## config.mk

```make
export PLATFORM = sky130hd
export DESIGN_NAME = vending_machine_param_flat
export DESIGN_NICKNAME = d
export VERILOG_FILES = /design/src/rtl/vending_machine_param_if.sv /design/src/rtl/vending_machine_param.sv /design/src/flat_wrapper.sv
export SDC_FILE = /design/constraint.sdc
export NUM_CORES = 1
export LEC_CHECK = 0
export ABC_CLOCK_PERIOD_IN_PS = 3100
export CAP_MARGIN = 20
export CORE_MARGIN = 2
export CORE_UTILIZATION = 51
export DETAILED_ROUTE_END_ITERATION = 12
export PLACE_DENSITY_LB_ADDON = 0.15
export SYNTH_ARGS = -nofsm -noshare
export SYNTH_HDL_FRONTEND = slang
export SYNTH_SLANG_ARGS = --single-unit
```

## constraint.sdc

```tcl
create_clock -name clk -period 3.1 [get_ports clk]
set_input_delay 0.465 -clock clk [delete_from_list [all_inputs] [get_ports clk]]
set_output_delay 0.465 -clock clk [all_outputs]
set_load 0.02 [all_outputs]
```

## src/rtl/vending_machine_param_if.sv

```systemverilog
// Coin, refund and change-hopper handshake bundle for vending_machine_param.
// The master side is the coin front-end and hopper driver; the slave side is the controller.
interface vending_machine_param_if #(
    parameter int W = 4
);
    logic         a;
    logic         b;
    logic         cancel;
    logic         change_ack;
    logic         vend;
    logic         change_req;
    logic         busy;
    logic [W-1:0] credit;

    modport master (
        output a, b, cancel, change_ack,
        input  vend, change_req, busy, credit
    );

    modport slave (
        input  a, b, cancel, change_ack,
        output vend, change_req, busy, credit
    );
endinterface

```

## src/rtl/vending_machine_param.sv

```systemverilog
// Vending controller: collects coin credit, pulses vend at PRICE, returns surplus over req/ack.
// Optional refund-on-cancel path is enabled by defining VEND_CANCEL_EN.
module vending_machine_param #(
    parameter int PRICE = 3,
    parameter int VAL_A = 2,
    parameter int VAL_B = 1,
    parameter int W     = 4
) (
    input  logic                      clk,
    input  logic                      rst,
    vending_machine_param_if.slave    bus
);

    typedef enum logic [1:0] {
        COLLECT = 2'd0,
        VEND    = 2'd1,
        CHANGE  = 2'd2
    } state_t;

    localparam logic [W:0] PRICE_W = (W+1)'(PRICE);
    localparam logic [W:0] VAL_A_W = (W+1)'(VAL_A);
    localparam logic [W:0] VAL_B_W = (W+1)'(VAL_B);

    state_t       state, state_next;
    logic [W-1:0] credit, credit_next;
    logic [W:0]   add, sum;

    // NOTE: every variable assigned in always_comb gets a default first, so no path can infer a latch.
    always_comb begin
        add = '0;
        if (bus.a)
            add = VAL_A_W;
        else if (bus.b)
            add = VAL_B_W;
        sum = {1'b0, credit} + add;
    end

    always_comb begin
        state_next  = state;
        credit_next = credit;
        case (state)
            COLLECT: begin
                if (sum >= PRICE_W) begin
                    credit_next = W'(sum - PRICE_W);
                    state_next  = VEND;
                end
`ifdef VEND_CANCEL_EN
                else if (bus.cancel && (sum != '0)) begin
                    credit_next = sum[W-1:0];
                    state_next  = CHANGE;
                end
`endif
                else begin
                    credit_next = sum[W-1:0];
                end
            end
            VEND: begin
                state_next = (credit != '0) ? CHANGE : COLLECT;
            end
            CHANGE: begin
                if (bus.change_ack) begin
                    // Last unit (or a defensive zero) closes the refund.
                    if (credit <= W'(1)) begin
                        credit_next = '0;
                        state_next  = COLLECT;
                    end else begin
                        credit_next = credit - W'(1);
                    end
                end
            end
            default: begin
                state_next  = COLLECT;
                credit_next = '0;
            end
        endcase
    end

`ifndef VEND_CANCEL_EN
    logic unused_cancel;
    assign unused_cancel = bus.cancel;
`endif

    // NOTE: sequential state uses non-blocking assignments so all registers update together at the edge.
    always_ff @(posedge clk or posedge rst) begin
        if (rst) begin
            state  <= COLLECT;
            credit <= '0;
        end else begin
            state  <= state_next;
            credit <= credit_next;
        end
    end

    // Outputs decode registered state only, so reset clears them without a clock.
    assign bus.vend       = (state == VEND);
    assign bus.change_req = (state == CHANGE);
    assign bus.busy       = (state != COLLECT);
    assign bus.credit     = credit;

endmodule

```

## src/flat_wrapper.sv

```systemverilog
// flat-port wrapper written by rule: the top's interface ports become plain ports
module vending_machine_param_flat 
#(
    parameter int PRICE = 3,
    parameter int VAL_A = 2,
    parameter int VAL_B = 1,
    parameter int W     = 4
)
  (clk, rst, bus_a, bus_b, bus_cancel, bus_change_ack, bus_vend, bus_change_req, bus_busy, bus_credit);
  vending_machine_param_if #(.W(W)) bus_i ();
  input  logic clk;
  input  logic rst;
  input wire logic [$bits(bus_i.a)-1:0] bus_a;
  input wire logic [$bits(bus_i.b)-1:0] bus_b;
  input wire logic [$bits(bus_i.cancel)-1:0] bus_cancel;
  input wire logic [$bits(bus_i.change_ack)-1:0] bus_change_ack;
  output wire logic [$bits(bus_i.vend)-1:0] bus_vend;
  output wire logic [$bits(bus_i.change_req)-1:0] bus_change_req;
  output wire logic [$bits(bus_i.busy)-1:0] bus_busy;
  output wire logic [$bits(bus_i.credit)-1:0] bus_credit;
  assign bus_i.a = bus_a;
  assign bus_i.b = bus_b;
  assign bus_i.cancel = bus_cancel;
  assign bus_i.change_ack = bus_change_ack;
  assign bus_vend = bus_i.vend;
  assign bus_change_req = bus_i.change_req;
  assign bus_busy = bus_i.busy;
  assign bus_credit = bus_i.credit;
  vending_machine_param #(.PRICE(PRICE), .VAL_A(VAL_A), .VAL_B(VAL_B), .W(W)) u_core (.clk(clk), .rst(rst), .bus(bus_i));
endmodule
```

==> summary.md, run 1 <==
| Metric | Value |
|---|---|
| Cts hold-fix bufs | `0` |
| Placer congestion estimate | `0.837` |
| Final Hold Viols | `0` |
| Period Utilization, post-route | `0.892` |
| Type of destination of the critical path | `flop` |
| Top area cells in the synthesized netlist | `dfrtp_1 20%, ha_1 8.4%, inv_1 5.0%, a21oi_1 4.0%, nor2b_4 3.7%` |
| Critical path launch point type | `primary input` |
| Synthesized cell area | `744 sq um` |
| Overall fraction of global-route tracks in use | `0.204` |
| Max Cap Violations | `0` |
| Buffers on Ports | `11` |
| Area growth, synth to finish | `17.6%` |
| Final Setup Violations | `0` |
| Number of synthesized flops with an enable pin | `0` |
| Highest-count cells in the layout ignoring fill and taps | `11 x clkdlybuf4s50_1, 10 x inv_1, 6 x a21oi_1, 6 x nor2_1, 6 x dfrtp_1` |
| Fillers | `~120` |
| Cell Int Power | `489 uW` |
| Max Transition Viols Final | `0` |
| Syn Area/Cell | `8.76 sq um` |
| Transition time at the pin with the least slew margin | `0.473 ns` |
| Sinks on Clock Net | `6` |
| Total number of vias | `671` |
| Required @ worst endpoint | `roughly 3.3 ns` |
| Total met2 wirelength after detailed routing | `a little under 700 um` |
| Proportion of layout cells with a drive suffix above 1 | `0.155` |
| Longest Clk Path Bufs | `2` |
| DRC violation count after routing | `0` |
| Share of power burned in registers | `0.207` |
| Sequential area share after synthesis | `0.202` |
| Initial detailed-routing violation count | `8` |
| Proportion of register bits with asynchronous set or reset after synthesis | `1.00` |
| Highest ir drop seen on vdd | `637 uV` |
| Detail Route met3 WL | `between 80 and 90 um` |
| Flops & latches, synth | `6` |
| # resized after CTS | `0` |
| Grt total ovfl | `0` |
| Highest net fanout along the worst path | `7` |
| Clock Latency Late Sink | `around 0.25 ns` |
| Largest stage delay on the critical path | `0.50 ns` |
| Part of the total power dissipated in combinational logic | `0.716` |
| Library cell with the largest summed area after synthesis | `dfrtp_1` |
| Peak Freq | `roughly 360 MHz` |
| Buffers & Inverters on Critical Path | `3` |
| Most used flip-flop cell after synthesis | `dfrtp_1` |
| Die width | `42.2 um` |
| Number of global-route vias before repair | `624` |
| Clk slew on worst S/H paths | `roughly 0.05 ns` |
| Unique cell type count in the Yosys netlist | `45` |
| Total power consumption of the routed design | `roughly 960 uW` |
| Lkg Pwr | `0.000348 uW` |
| Critical path's top delay family | `adder cells` |
| Number of antenna violations at the first check in global routing | `0` |
| Postcts setup bufs | `0` |
| Pre-antenna DRT Iters | `4` |
| Rows | `13` |
| Clock root buffer | `clkbuf_4` |
| TritonCTS clock tree | `done` |
| Post-synthesis instance total | `85` |
| Area inside the core boundary | `1330 sq um` |
| Inserted Clock Buffers | `3` |
| Global-route wire length before repair | `~2800 um` |
| Hold WC Path Type | `in -> async` |
| Effective utilization at floorplan | `0.558` |
| Wire length reported by the detailed router | `1580 um` |
| Routed metal-1 wirelength | `~810 um` |
| Fraction of post-synthesis cell area in the top cell type by area | `0.202` |
| Most common cell after layout, fill and taps aside | `clkdlybuf4s50_1` |
| Worst setup startpoint | `bus_a` |
| Final ANT Viol Nets | `0` |
| Clock skew after layout | `0.00414 ns` |
| Via/cell ratio | `~6.0` |
| Data arrival time of the worst path | `~2.9 ns` |
| Post-DP HPWL | `~1200 um` |
| Switching part of the total | `0.492` |
| N_diodes | `0` |
| Synthesized net count | `between 90 and 100` |
| Total Die Area | `1780 sq um` |
| Unrepaired setup endpoints after global routing | `false` |
| Clock share of power | `0.078` |
| Routed length per instance | `about 14 um` |
| Switch Pwr | `474 uW` |
| Worst rel slew slack | `0.684` |
| CP Class | `in -> reg` |
| Worst path cell trace | `clkdlybuf4s50_1, nor2b_1, ha_1, inv_1, fa_1, inv_1, ha_1, nor3_4, mux2_4, o221ai_2` |
| Yosys warning count | `0` |
| Die height | `around 42 um` |
| Max Used Layer | `met4` |
| Source of the worst register-to-register timing path | `u_core.bus.credit[0]` |
| Final worst path period need | `about 2.8 ns` |
| Depth of the CTS H-tree | `1` |
| Top-level I/O count | `13` |
| Pwr dens | `~1100 nW/um^2` |
| Result of the run | `finished, final reports clean` |
| Final layout net count | `111` |
| Setup TNS after final layout | `0 ns` |
| Maximum number of pins on one net before global-route repair | `14` |
| CP max stage cell | `fa_1` |
area by class of cell:
type / instances / area, sq um / share of cell area
clock buffer: 3 / 22.5 / 0.0257
inverter: 11 / 41.3 / 0.0471
multi-input combinational: 65 / 526 / 0.600
sequential: 6 / 150 / 0.171
tap: 15 / 18.8 / 0.0214
timing repair buffer: 12 / 118 / 0.134
registers in the layout (all words and copies together) (netlist names):
register / cells
u_core.bus.credit: 4
u_core.state: 2
final timing paths:
| check | endpoint | slack, ns | cells past startpoint |
|---|---|---|---|
| setup / recovery | u_core.bus.credit[0] | 0.33 | 10 |
| hold / removal | u_core.bus.credit[2] | 0.43 | 2 |
| setup reg to reg | u_core.bus.credit[0] | 0.62 | 8 |
| hold reg to reg | u_core.bus.credit[0] | 0.65 | 1 |
| max in group asynchronous | u_core.bus.credit[0] | 2.47 | 2 |
| min in group clk | u_core.bus.credit[0] | 0.65 | 1 |
logic make-up (layout without fill, tap and decap cells):
group | count (synthesis) | after routing | synth area share
AND/OR/NAND/NOR | 25 | 25 | 0.212
flip-flops | 6 | 6 | 0.202
AO/OA/AOI/OAI | 32 | 32 | 0.351
multiplexers | 1 | 1 | 0.0202
buffers and inverters | 14 | 26 | 0.0924
XOR/XNOR | 1 | 1 | 0.0118
adder cells (fa/ha/maj) | 6 | 6 | 0.111
Yosys cell counts (2+ instances only):
cell	number
ha_1	5
nand2_1	3
o211ai_1	2
buf_6	2
nand2b_1	2
nor2b_4	2
nand3_1	2
a211oi_1	2
a21oi_1	6
inv_1	10
nor3_1	3
nor2_1	6
a31oi_1	2
dfrtp_1	6
o21ai_0	2
per-layer routing:
| layer | global-route usage | vias to the layer above |
|---|---|---|
| li1 | - | 338 |
| met1 | 0.282 | 313 |
| met2 | 0.295 | 16 |
| met3 | 0.0819 | 4 |
| met4 | 0.0500 | 0 |
| met5 | 0 | - |
stage by stage:
step | std cells | hold WS [ns] | instance area [sq um] | setup slack, ns | utilization
final | 112 | 0.426 | 876 | 0.334 | 0.657
after detailed placement | 109 | 0.658 | 853 | 0.0761 | 0.640
after CTS | 112 | 0.438 | 876 | 0.332 | 0.657
after global routing | 112 | 0.451 | 876 | 0.191 | 0.657
after floorplan | 85 | 0.256 | 744 | 0.622 | -
after global placement | 109 | 0.665 | 853 | 0.0985 | 0.640
power by group through the flow:
stage	clock network (uW)	registers, uW	logic (uW)
after global routing	80.8	207	762
after detailed placement	0	199	677
after floorplan	0	175	539
final	74.7	199	689
after CTS	75.4	197	686
after global placement	0	202	670
Power figures use the tool's default switching activity.
==> run 2: changes to the inputs <==
--- a/config.mk
+++ b/config.mk
@@ -11,6 +11,7 @@
 export CORE_UTILIZATION = 51
 export DETAILED_ROUTE_END_ITERATION = 12
 export PLACE_DENSITY_LB_ADDON = 0.15
+export SETUP_SLACK_MARGIN = 0.5
 export SYNTH_ARGS = -nofsm -noshare
 export SYNTH_HDL_FRONTEND = slang
 export SYNTH_SLANG_ARGS = --single-unit
==> constraint.sdc (replaced) <==
create_clock -name clk -period 3.1 [get_ports clk]
set_input_delay 0.93 -clock clk [delete_from_list [all_inputs] [get_ports clk]]
set_output_delay 0.93 -clock clk [all_outputs]
set_load 0.02 [all_outputs]
==> summary.md, run 2 (synthesized netlist as in run 1, its figures left out) <==
| Metric | Value |
|---|---|
| Result of the run | `finished, final reports clean` |
| Global-route wire length before repair | `3170 um` |
| Register bank with the most flops | `u_core.bus.credit` |
| Highest-count cells in the layout ignoring fill and taps | `9 x clkdlybuf4s50_1, 8 x inv_1, 8 x buf_4` |
| Largest regs | `u_core.bus.credit x4, u_core.state x2` |
| Clock skew after layout | `0.00191 ns` |
| Type of destination of the critical path | `flop` |
| Most common cell after layout, fill and taps aside | `clkdlybuf4s50_1` |
| Logic depth of the worst register-to-register path | `8` |
| Pre-antenna DRT Iters | `4` |
| N_diodes | `0` |
| Period Utilization, post-route | `0.842` |
| Required @ worst endpoint | `3.23 ns` |
| Depth of the CTS H-tree | `1` |
| Buffers on Ports | `11` |
| Highest ir drop seen on vdd | `between 600 and 700 uV` |
| Data arrival time of the worst path | `2.74 ns` |
| Initial detailed-routing violation count | `16` |
| Clock Latency Late Sink | `0.25 ns` |
| Peak-usage layer in the global routing report | `met2` |
| DP Area | `916 sq um` |
| Crit Reg-Reg Endpoint | `u_core.bus.credit[2]` |
| Transition time at the pin with the least slew margin | `0.503 ns` |
| Post-DP HPWL | `~1200 um` |
| Peak Freq | `about 380 MHz` |
| Capture point of the worst path | `u_core.bus.credit[2]` |
| Source of the worst register-to-register timing path | `u_core.bus.credit[0]` |
| Number of global-route vias before repair | `716` |
| Flop2flop setup slack | `0.81 ns` |
| Inserted Clock Buffers | `3` |
| Wire length reported by the detailed router | `1800 um` |
| CP Class | `in -> reg` |
| Placer congestion estimate | `0.805` |
| Final layout net count | `118` |
| Unrepaired setup endpoints after global routing | `true` |
| Die height | `42.2 um` |
| Met1 Track Usage GR | `0.284` |
| Longest Clk Path Bufs | `2` |
| Maximum number of pins on one net before global-route repair | `14` |
| Effective utilization at floorplan | `0.558` |
| Pwr dens | `1100 nW/um^2` |
| Area inside the core boundary | `1330 sq um` |
| Post-route design area | `~990 sq um` |
| Final Setup Violations | `0` |
| TritonCTS clock tree | `done` |
| Highest net fanout along the worst path | `6` |
| Final worst path period need | `2.61 ns` |
| Clock root buffer | `clkbuf_4` |
| Proportion of layout cells with a drive suffix above 1 | `0.327` |
| Total instance count after detailed placement | `115` |
| Worst rel slew slack | `0.665` |
| Max Cap Violations | `0` |
| Total Die Area | `1780 sq um` |
| Lkg Pwr | `slightly below 0.0004 uW` |
| Final standard cell utilization of the core | `0.739` |
| Final Hold Viols | `0` |
| Critical path launch point type | `primary input` |
| Clk slew on worst S/H paths | `roughly 0.040 ns` |
| Fillers | `~110` |
| Grt total ovfl | `0` |
| Worst setup startpoint | `bus_b` |
| Final ANT Viol Nets | `0` |
| Rows | `13` |
| Total power consumption of the routed design | `1080 uW` |
| Area growth, synth to finish | `32.4%` |
| Final non-filler cell total | `119` |
| Total number of vias | `738` |
| Met2 capacity usage during global routing | `0.369` |
| DRC violation count after routing | `0` |
| Routed length per instance | `roughly 15 um` |
| Flip-flop count of the largest register, all copies and words added | `4` |
| Worst hold slack | `between 0.6 and 0.7 ns` |
| Grt met3 use | `0.0733` |
| Number of antenna violations at the first check in global routing | `0` |
| Hold WC Path Type | `reg -> reg` |
| Top-level I/O count | `13` |
| Max Transition Viols Final | `0` |
| Overall fraction of global-route tracks in use | `0.231` |
| Sinks on Clock Net | `6` |
| Die width | `42.2 um` |
| Worst Min Path Start | `u_core.state[0]` |
| Via/cell ratio | `6.20` |
run 2: stage by stage:
step                      setup TNS [ns]  setup WS [ns]
final                                  0          0.490
after global routing                   0          0.447
after CTS                              0          0.500
after detailed placement          -0.833         -0.233
after global placement            -0.803         -0.226
after floorplan                        0          0.272
run 2: worst min-delay path by stage:
stage | endpoint | slack, ns | depth (start not counted)
finish | u_core.state[1] | 0.65 | 3
global route | u_core.state[1] | 0.70 | 3
CTS | u_core.state[1] | 0.66 | 3
detailed placement | u_core.state[1] | 0.65 | 3
global placement | u_core.state[1] | 0.62 | 3
floorplan | u_core.state[1] | 0.63 | 3
run 2: final cells by class:
class | count | area [sq um] | share of cell area
clock buffer | 3 | 22.5 | 0.0228
inverter | 11 | 41.3 | 0.0419
multi-input combinational | 65 | 576 | 0.584
sequential | 6 | 151 | 0.154
tap | 15 | 18.8 | 0.0190
timing repair buffer | 19 | 176 | 0.179
run 2: repair_timing:
action / 4_1_cts / 5_1_grt
endpoints found under the setup margin: 5 / 5
hold buffers: 0 / 0
buffers inserted: 1 / 0
gates resized for setup: 12 / 4
endpoints found under the hold margin: 0 / 0
pin swaps: 9 / 7
run 2: metal layers:
layer | vias up | wire length, um
met5 | - | 0
met4 | 0 | 37
met3 | 4 | 111
met2 | 26 | 866
met1 | 355 | 789
li1 | 353 | -
run 2: worst max-delay path, cell delays in order:
cell,delay [ns]
buf_6,0.09
nor2b_4,0.12
ha_4,0.15
inv_2,0.05
fa_2,0.46
inv_2,0.10
ha_4,0.18
buf_4,0.13
a211oi_1,0.04
a211o_1,0.24
a32o_1,0.25
run 2: power breakdown:
| part | leakage [uW] | switching [uW] | internal, uW | total (uW) |
|---|---|---|---|---|
| Combinational | 0.000304 | 409 | 408 | 817 |
| Sequential | 0.0000754 | 77.7 | 115 | 193 |
| Clock | 0.0000138 | 28.5 | 43.8 | 72.3 |
